[config.mk]
export PLATFORM = sky130hd
export DESIGN_NAME = operand_loader
export DESIGN_NICKNAME = d
export VERILOG_FILES = /design/src/rtl/operand_loader_pkg.sv /design/src/rtl/operand_loader_key_debounce.sv /design/src/rtl/operand_loader.sv
export SDC_FILE = /design/constraint.sdc
export NUM_CORES = 1
export LEC_CHECK = 0
export ABC_AREA = 1
export CAP_MARGIN = 10
export CORE_ASPECT_RATIO = 1.75
export CORE_UTILIZATION = 62
export CTS_CLUSTER_DIAMETER = 60
export DETAILED_ROUTE_END_ITERATION = 8
export GPL_TIMING_DRIVEN = 0
export MAX_ROUTING_LAYER = met4
export PLACE_DENSITY = 0.85
export SETUP_SLACK_MARGIN = 0.02
export SYNTH_ARGS = -nofsm -noshare
export SYNTH_HDL_FRONTEND = slang
export SYNTH_SLANG_ARGS = --single-unit
[constraint.sdc]
create_clock -name CLOCK_50 -period 3.2 [get_ports CLOCK_50]
set_clock_uncertainty 0.1 [all_clocks]
set_input_delay 0.64 -clock CLOCK_50 [delete_from_list [all_inputs] [get_ports CLOCK_50]]
set_output_delay 0.64 -clock CLOCK_50 [all_outputs]
set_load 0.1 [all_outputs]
[src/rtl/operand_loader_pkg.sv]
// Shared definitions for the operand loader: FSM state encoding, operand width, key indices.
// Latency: n/a (definitions only).
// Backpressure: n/a.
package operand_loader_pkg;

    localparam int OPERAND_W = 4;

    // Pushbutton positions on KEY[3:0]
    localparam int KEY_RST  = 0;
    localparam int KEY_LOAD = 1;
    localparam int KEY_ACK  = 2;
    localparam int KEY_CLR  = 3;

    // 2'd3 is not a working state; the FSM steers it back to LOAD_A.
    typedef enum logic [1:0] {
        LOAD_A     = 2'd0,
        LOAD_B     = 2'd1,
        HOLD       = 2'd2,
        ST_ILLEGAL = 2'd3
    } state_e;

endpackage

[src/rtl/operand_loader_key_debounce.sv]
// Pushbutton conditioner: synchroniser, stable-level debounce counter, one-cycle press pulse.
// Latency: press pulse SYNC_STAGES+DEBOUNCE_CYCLES+1 cycles after a clean key-down.
// Backpressure: none; a pulse is a one-shot event and is not held.
// Ports: CLOCK_50 clock, rst_n sync active-low reset, key_in raw active-low key,
//        press one-cycle high pulse on each accepted 1->0 transition.
module key_debounce #(
    parameter int DEBOUNCE_CYCLES = 1000000,
    parameter int SYNC_STAGES     = 2
) (
    input  logic CLOCK_50,
    input  logic rst_n,
    input  logic key_in,
    output logic press
);

    localparam int CNT_W = $clog2(DEBOUNCE_CYCLES + 1);
    // The toggle happens on the cycle that would take the count to DEBOUNCE_CYCLES.
    localparam logic [CNT_W-1:0] CNT_LAST = CNT_W'(DEBOUNCE_CYCLES - 1);

    logic [SYNC_STAGES-1:0] sync_q;
    logic [CNT_W-1:0]       cnt_q, cnt_d;
    logic                   db_q, db_d;
    logic                   db_prev_q;
    logic                   press_q, press_d;
    logic                   synced;

    assign synced = sync_q[SYNC_STAGES-1];

    always_comb begin
        cnt_d   = '0;
        db_d    = db_q;
        // Any cycle of agreement restarts the count from zero.
        if (synced != db_q) begin
            if (cnt_q == CNT_LAST) begin
                db_d = synced;
            end else begin
                cnt_d = cnt_q + 1'b1;
            end
        end
        // Falling edge of the debounced level, seen one register later.
        press_d = db_prev_q & ~db_q;
    end

    always_ff @(posedge CLOCK_50) begin
        if (!rst_n) begin
            sync_q    <= '1;
            cnt_q     <= '0;
            db_q      <= 1'b1;
            db_prev_q <= 1'b1;
            press_q   <= 1'b0;
        end else begin
            sync_q    <= {sync_q[SYNC_STAGES-2:0], key_in};
            cnt_q     <= cnt_d;
            db_q      <= db_d;
            db_prev_q <= db_q;
            press_q   <= press_d;
        end
    end

    assign press = press_q;

endmodule

[src/rtl/operand_loader.sv]
// Sequential operand capture for the 4-bit adder: A, then B + carry-in, held with a valid flag.
// Latency: operands update on the edge after a debounced press pulse; LEDR updates on the same edge.
// Backpressure: held set is frozen until ack or clear; extra load presses in HOLD are dropped.
// Ports: CLOCK_50 clock; KEY[0] sync reset, KEY[1] load, KEY[2] ack, KEY[3] clear (all active-low);
//        SW[3:0] data, SW[9] carry-in; op_a/op_b/op_cin/op_valid to adder; LEDR status.
module operand_loader
    import operand_loader_pkg::*;
#(
    parameter int DEBOUNCE_CYCLES = 1000000,
    parameter int SYNC_STAGES     = 2
) (
    input  logic                 CLOCK_50,
    input  logic [3:0]           KEY,
    input  logic [9:0]           SW,
    output logic [OPERAND_W-1:0] op_a,
    output logic [OPERAND_W-1:0] op_b,
    output logic                 op_cin,
    output logic                 op_valid,
    output logic [9:0]           LEDR
);

    logic rst_n;
    logic load_pulse, ack_pulse, clr_pulse;

    // Reset goes straight to the flops: no synchroniser, no debounce.
    assign rst_n = KEY[KEY_RST];

    // SW[8:4] have no function on this board layout.
    logic unused_sw;
    assign unused_sw = ^SW[8:4];

    key_debounce #(.DEBOUNCE_CYCLES(DEBOUNCE_CYCLES), .SYNC_STAGES(SYNC_STAGES)) u_load_db (
        .CLOCK_50 (CLOCK_50),
        .rst_n    (rst_n),
        .key_in   (KEY[KEY_LOAD]),
        .press    (load_pulse)
    );

    key_debounce #(.DEBOUNCE_CYCLES(DEBOUNCE_CYCLES), .SYNC_STAGES(SYNC_STAGES)) u_ack_db (
        .CLOCK_50 (CLOCK_50),
        .rst_n    (rst_n),
        .key_in   (KEY[KEY_ACK]),
        .press    (ack_pulse)
    );

    key_debounce #(.DEBOUNCE_CYCLES(DEBOUNCE_CYCLES), .SYNC_STAGES(SYNC_STAGES)) u_clr_db (
        .CLOCK_50 (CLOCK_50),
        .rst_n    (rst_n),
        .key_in   (KEY[KEY_CLR]),
        .press    (clr_pulse)
    );

    state_e               state_q, state_d;
    logic [OPERAND_W-1:0] op_a_q, op_a_d;
    logic [OPERAND_W-1:0] op_b_q, op_b_d;
    logic                 op_cin_q, op_cin_d;
    logic                 op_valid_q, op_valid_d;
    logic [9:0]           ledr_q, ledr_d;

    always_comb begin
        state_d    = state_q;
        op_a_d     = op_a_q;
        op_b_d     = op_b_q;
        op_cin_d   = op_cin_q;
        op_valid_d = op_valid_q;

        // Clear outranks everything; ack/load are simply not looked at that cycle.
        if (clr_pulse) begin
            state_d    = LOAD_A;
            op_a_d     = '0;
            op_b_d     = '0;
            op_cin_d   = 1'b0;
            op_valid_d = 1'b0;
        end else begin
            case (state_q)
                LOAD_A: begin
                    if (load_pulse) begin
                        op_a_d  = SW[OPERAND_W-1:0];
                        state_d = LOAD_B;
                    end
                end
                LOAD_B: begin
                    if (load_pulse) begin
                        op_b_d     = SW[OPERAND_W-1:0];
                        op_cin_d   = SW[9];
                        op_valid_d = 1'b1;
                        state_d    = HOLD;
                    end
                end
                HOLD: begin
                    // Load is ignored here so the consumer sees stable operands.
                    if (ack_pulse) begin
                        op_valid_d = 1'b0;
                        state_d    = LOAD_A;
                    end
                end
                default: begin
                    state_d    = LOAD_A;
                    op_valid_d = 1'b0;
                end
            endcase
        end

        // Status reflects the post-update values so LEDR tracks the state register exactly.
        ledr_d = {op_valid_d, (state_d == LOAD_B), op_b_d, op_a_d};
    end

    always_ff @(posedge CLOCK_50) begin
        if (!rst_n) begin
            state_q    <= LOAD_A;
            op_a_q     <= '0;
            op_b_q     <= '0;
            op_cin_q   <= 1'b0;
            op_valid_q <= 1'b0;
            ledr_q     <= '0;
        end else begin
            state_q    <= state_d;
            op_a_q     <= op_a_d;
            op_b_q     <= op_b_d;
            op_cin_q   <= op_cin_d;
            op_valid_q <= op_valid_d;
            ledr_q     <= ledr_d;
        end
    end

    assign op_a     = op_a_q;
    assign op_b     = op_b_q;
    assign op_cin   = op_cin_q;
    assign op_valid = op_valid_q;
    assign LEDR     = ledr_q;

endmodule
* Word level (Yosys, flattened, before mapping)
Index checks and enable logic that the tools add are counted.
W data, S select, Z words.
** Storage, ports and cells
- Input port bits :: 15
- Output and inout bits :: 20
- Flip-flop bits (word level) :: 97
- Logic and storage cells :: 67
** Cells by class
- Reduce and logical (&&, ||, !) cells :: 9
- Bitwise operators :: 10
- Multiplexer cells :: 15
- Equal/unequal tests :: 9
- Add/sub/neg operators :: 3
** Operator list (count)
- $add A20 B1 Y20 const B :: 3
- $eq A20 B20 Y1 const B :: 3
- $mux W4 :: 6
- $reduce_or A3 Y1 :: 3
- $mux W2 :: 4
- $reduce_and A2 Y1 :: 4
- $not A1 Y1 :: 7
- $pmux W2 S3 :: 1
- $eq A2 B1 Y1 const B :: 2
- $and A1 B1 Y1 :: 3
- $mux W1 :: 3
- $ne A1 B1 Y1 :: 3
- $pmux W1 S3 :: 1
- $eq A2 B2 Y1 const B :: 1
- $logic_not A2 Y1 :: 1
- $reduce_or A2 Y1 :: 1

* Longest topological paths before layout
- Depth in word-level cells :: 4
- Mapped depth :: 9
- Depth with buffers taken out :: 9

* Hierarchy
A second synthesis with hierarchy kept.
** Unflattened totals
- Cell total of the unflattened synthesis :: 554
- Area total of the unflattened synthesis :: 4271.6 µm²
** By module, submodules not included
- key_debounce :: times used 3, sequential area each 500.5 µm², cells each 157, area each 1213.7 µm²
- operand_loader :: times used 1, sequential area each 260.2 µm², cells each 83, area each 630.6 µm²

* Worst setup path after synthesis
Ideal clock, no wire load.
- Kind :: register to output
- Start point :: register op_a_q[0], in the netlist op_a[0]
- End point :: output op_a[0]
- Stages on the path, launching flop included :: 2
- Arrival time :: 1374 ps
- Data required time :: 2460 ps
- Slack :: 1086 ps
- Path buffers :: 1
- Cell sequence :: dfxtp_1 buf_4
** RTL lines
- start: declaration :: RTL line operand_loader.sv:54 : logic [OPERAND_W-1:0] op_a_q, op_a_d;
- start signal: assignment :: RTL line operand_loader.sv:118 : op_a_q <= op_a_d;
- end: declaration :: RTL line operand_loader.sv:15 : output logic [OPERAND_W-1:0] op_a,
No word-level cell between the ends.

==> impl_metrics.json <==
{
  "path_class": "register to primary output",
  "clock_sinks": 88,
  "grt_overflow": 0,
  "hp-class": "register to register",
  "dieArea_um2": 7000,
  "track_usage_pct": 27.3,
  "dieHeight_um": 110,
  "h-tree-depth": 3,
  "core_um2": 6490,
  "synth_cell_type_count": 29,
  "antenna_found_initial": 0,
  "crit_path_end_kind": "primary output",
  "finish.net_count": 644,
  "ctsLongestPathBuffers": 2,
  "cpPeakStageDelay_ps": 1140,
  "synth-edff-count": 0,
  "hpwl_um": 6430,
  "ir_drop_mv": 0.436,
  "grt_pass1_vias": 3483,
  "relSlewSlack_pct": 33.5,
  "cpMaxStageDelayCell": "clkdlybuf4s50_1",
  "timing.final.crit_share_pct": 84.7,
  "max_slew.worst_pin.slew_ps": 995,
  "synthCells": 586,
  "final-hold-violation-count": 0,
  "synth_area_um2": 4130,
  "finalPower_mw": 2.25,
  "fin_tns_setup_ps": 0,
  "synthesis.nets": 604,
  "clkSlewWorstSetupHoldPaths_ps": 60,
  "yosys_warnings": 0,
  "min_from": "u_load_db.db_prev_q",
  "yosysSeqAreaShare_pct": 42.7,
  "portBuffers": 29,
  "cts_resized": 0,
  "grt_pass1_wl_um": 14300,
  "hold_buffers": 0,
  "place.gp.congestion": 0.909,
  "whs_path_depth": 2,
  "drtIter0Drc": 244,
  "post_route_cells_drive_above_1_share_pct": 9.03,
  "grt_max_degree": 16,
  "cts_setup_buffers": 0,
  "setup_viol": 0,
  "worstPathCellList": "buf_4, clkdlybuf4s50_1",
  "crit_path_max_fanout": 3,
  "drv_cap": 0,
  "insertion_delay_ps": 340,
  "arrival_ps": 1970,
  "area_growth_pct": 17.3,
  "fill_cells": 528,
  "antennaDiodeCount": 0,
  "vias": 3680,
  "synth.top_cell.area_share_pct": 42.7,
  "worstPathRequired_ps": 2460,
  "cts_root_buf": "clkbuf_16",
  "synth-seq-cells": 88,
  "cts_tree": "done",
  "vias_per_cell": 5.16,
  "ios": 35,
  "status": "finished clean",
  "rr_worst_depth": 7,
  "finalMaxSlewViolations": 0,
  "firstDrtPassIters": 5,
  "start_util_pct": 63.6,
  "rrSetupSlack_ps": 1450,
  "wl_um": 8520,
  "power.density_nw_per_um2": 465,
  "fin_crit_ps": 2710,
  "synth_area_leader_cell": "dfxtp_1",
  "p_leak_nw": 1.68,
  "rr_startpoint": "u_ack_db.cnt_q[0]",
  "cp-start-kind": "register",
  "rsz0062_at_grt": "false",
  "yosys-top-cells-area": "dfxtp_1 (43%), nand2_1 (12%), nor2_1 (12%)",
  "yosysMostFrequentCell": "nand2_1",
  "max_freq_mhz": 369,
  "r2r-end": "u_ack_db.cnt_q[11]",
  "synth_common_cells": "nand2_1 (134), nor2_1 (128), dfxtp_1 (88), inv_1 (58), nand3_1 (45)",
  "cts_buffers": 9,
  "ant_nets": 0,
  "whs_endpoint": "u_load_db.press",
  "avgRoutedWirePerCell_um": 12.0,
  "die_x_um": 63.7,
  "row_count": 39,
  "drc": 0,
  "postSynth.asyncResetShare_pct": 0,
  "synthFlopType": "dfxtp_1",
  "syn_area_per_cell_um2": 7.04
}
metal layers:
| layer | vias to the layer above | track usage (%) | routed length, um | part of all wire [%] |
|---|---|---|---|---|
| met5 | - | - | 0 | 0 |
| met2 | 71 | 51.2 | 4830 | 57 |
| met4 | 0 | 14.0 | 185 | 2.2 |
| li1 | 1911 | - | - | - |
| met1 | 1680 | 25.3 | 3270 | 38 |
| met3 | 18 | 6.33 | 236 | 2.8 |
logic make-up (layout without fill, tap and decap cells):
kind of cell,Yosys count,after routing,synth area share [%]
buffers and inverters,73,118,8.07
flip-flops,88,88,42.7
adder cells (fa/ha/maj),3,3,0.910
XOR/XNOR,26,26,5.52
AO/OA/AOI/OAI,40,40,5.06
AND/OR/NAND/NOR,356,356,37.8
worst max-delay path by stage:
stage	from	endpoint	slack, ps	depth (start not counted)
after floorplan	op_a[0]	op_a[0]	1090	1
after global routing	LEDR[3]	op_a[3]	440	2
after CTS	LEDR[7]	op_b[3]	480	2
after global placement	LEDR[3]	op_a[3]	880	2
after detailed placement	KEY[0]	op_b[1]	840	6
final	LEDR[7]	op_b[3]	490	2
report_power, final:
group / total, mW / switching (mW) / leakage [nW] / internal [mW]
Sequential: 1.10 / 0.00296 / 0.710 / 1.10
Clock: 1.11 / 0.421 / 0.153 / 0.688
Combinational: 0.0358 / 0.0181 / 0.815 / 0.0177
flip-flops by register name, summed over array words and instances (netlist names), 2 cells and up:
signal and count:
LEDR 3, op_a 3, op_b 3, state_q 2, u_ack_db.cnt_q 20, u_ack_db.sync_q 2, u_clr_db.cnt_q 20, u_clr_db.sync_q 2
u_load_db.cnt_q 20, u_load_db.sync_q 2
cell usage in the layout, fill, tap and decap left out, drive strengths merged:
cell type	n
o21bai	1
o21a	1
or2	13
nand2	138
buf	12
xnor2	13
nand3	48
nand3b	2
nand4	13
clkinv	1
clkdlybuf4s50	29
a21oi	28
clkbuf	12
nor3	5
xor2	13
ha	3
o21ai	10
dfxtp	88
clkinvlp	1
bufinv	2
and2	1
inv	61
nor2	136
critical path, delay by kind of cell, from the launching register on:
| kind | cells | cell delay (ps) |
|---|---|---|
| flops | 1 | 370 |
| buf+inv | 2 | 1260 |
per-stage QoR:
step / hold slack (ps) / instances / util [%] / worst slack [ps] / instance area (um2)
3_5_place_dp: 300 / 697 / 69.6 / 844 / 4520
4_1_cts: 310 / 713 / 74.6 / 475 / 4840
6_report: 307 / 713 / 74.6 / 489 / 4840
3_3_place_gp: 298 / 697 / 69.6 / 878 / 4520
2_1_floorplan: 292 / 586 / - / 1090 / 4130
5_1_grt: 330 / 713 / 74.6 / 441 / 4840
layout make-up:
| class | count | area [um2] | share of cell area, % |
|---|---|---|---|
| Buffer | 14 | 109 | 2.25 |
| Multi-Input combinational cell | 425 | 2030 | 42.0 |
| Timing Repair Buffer | 29 | 290 | 6.00 |
| Clock buffer | 10 | 229 | 4.73 |
| Clock inverter | 6 | 90.1 | 1.86 |
| Tap cell | 82 | 103 | 2.12 |
| Sequential cell | 88 | 1760 | 36.4 |
| Inverter | 59 | 224 | 4.63 |
Power figures use the tool's default switching activity.
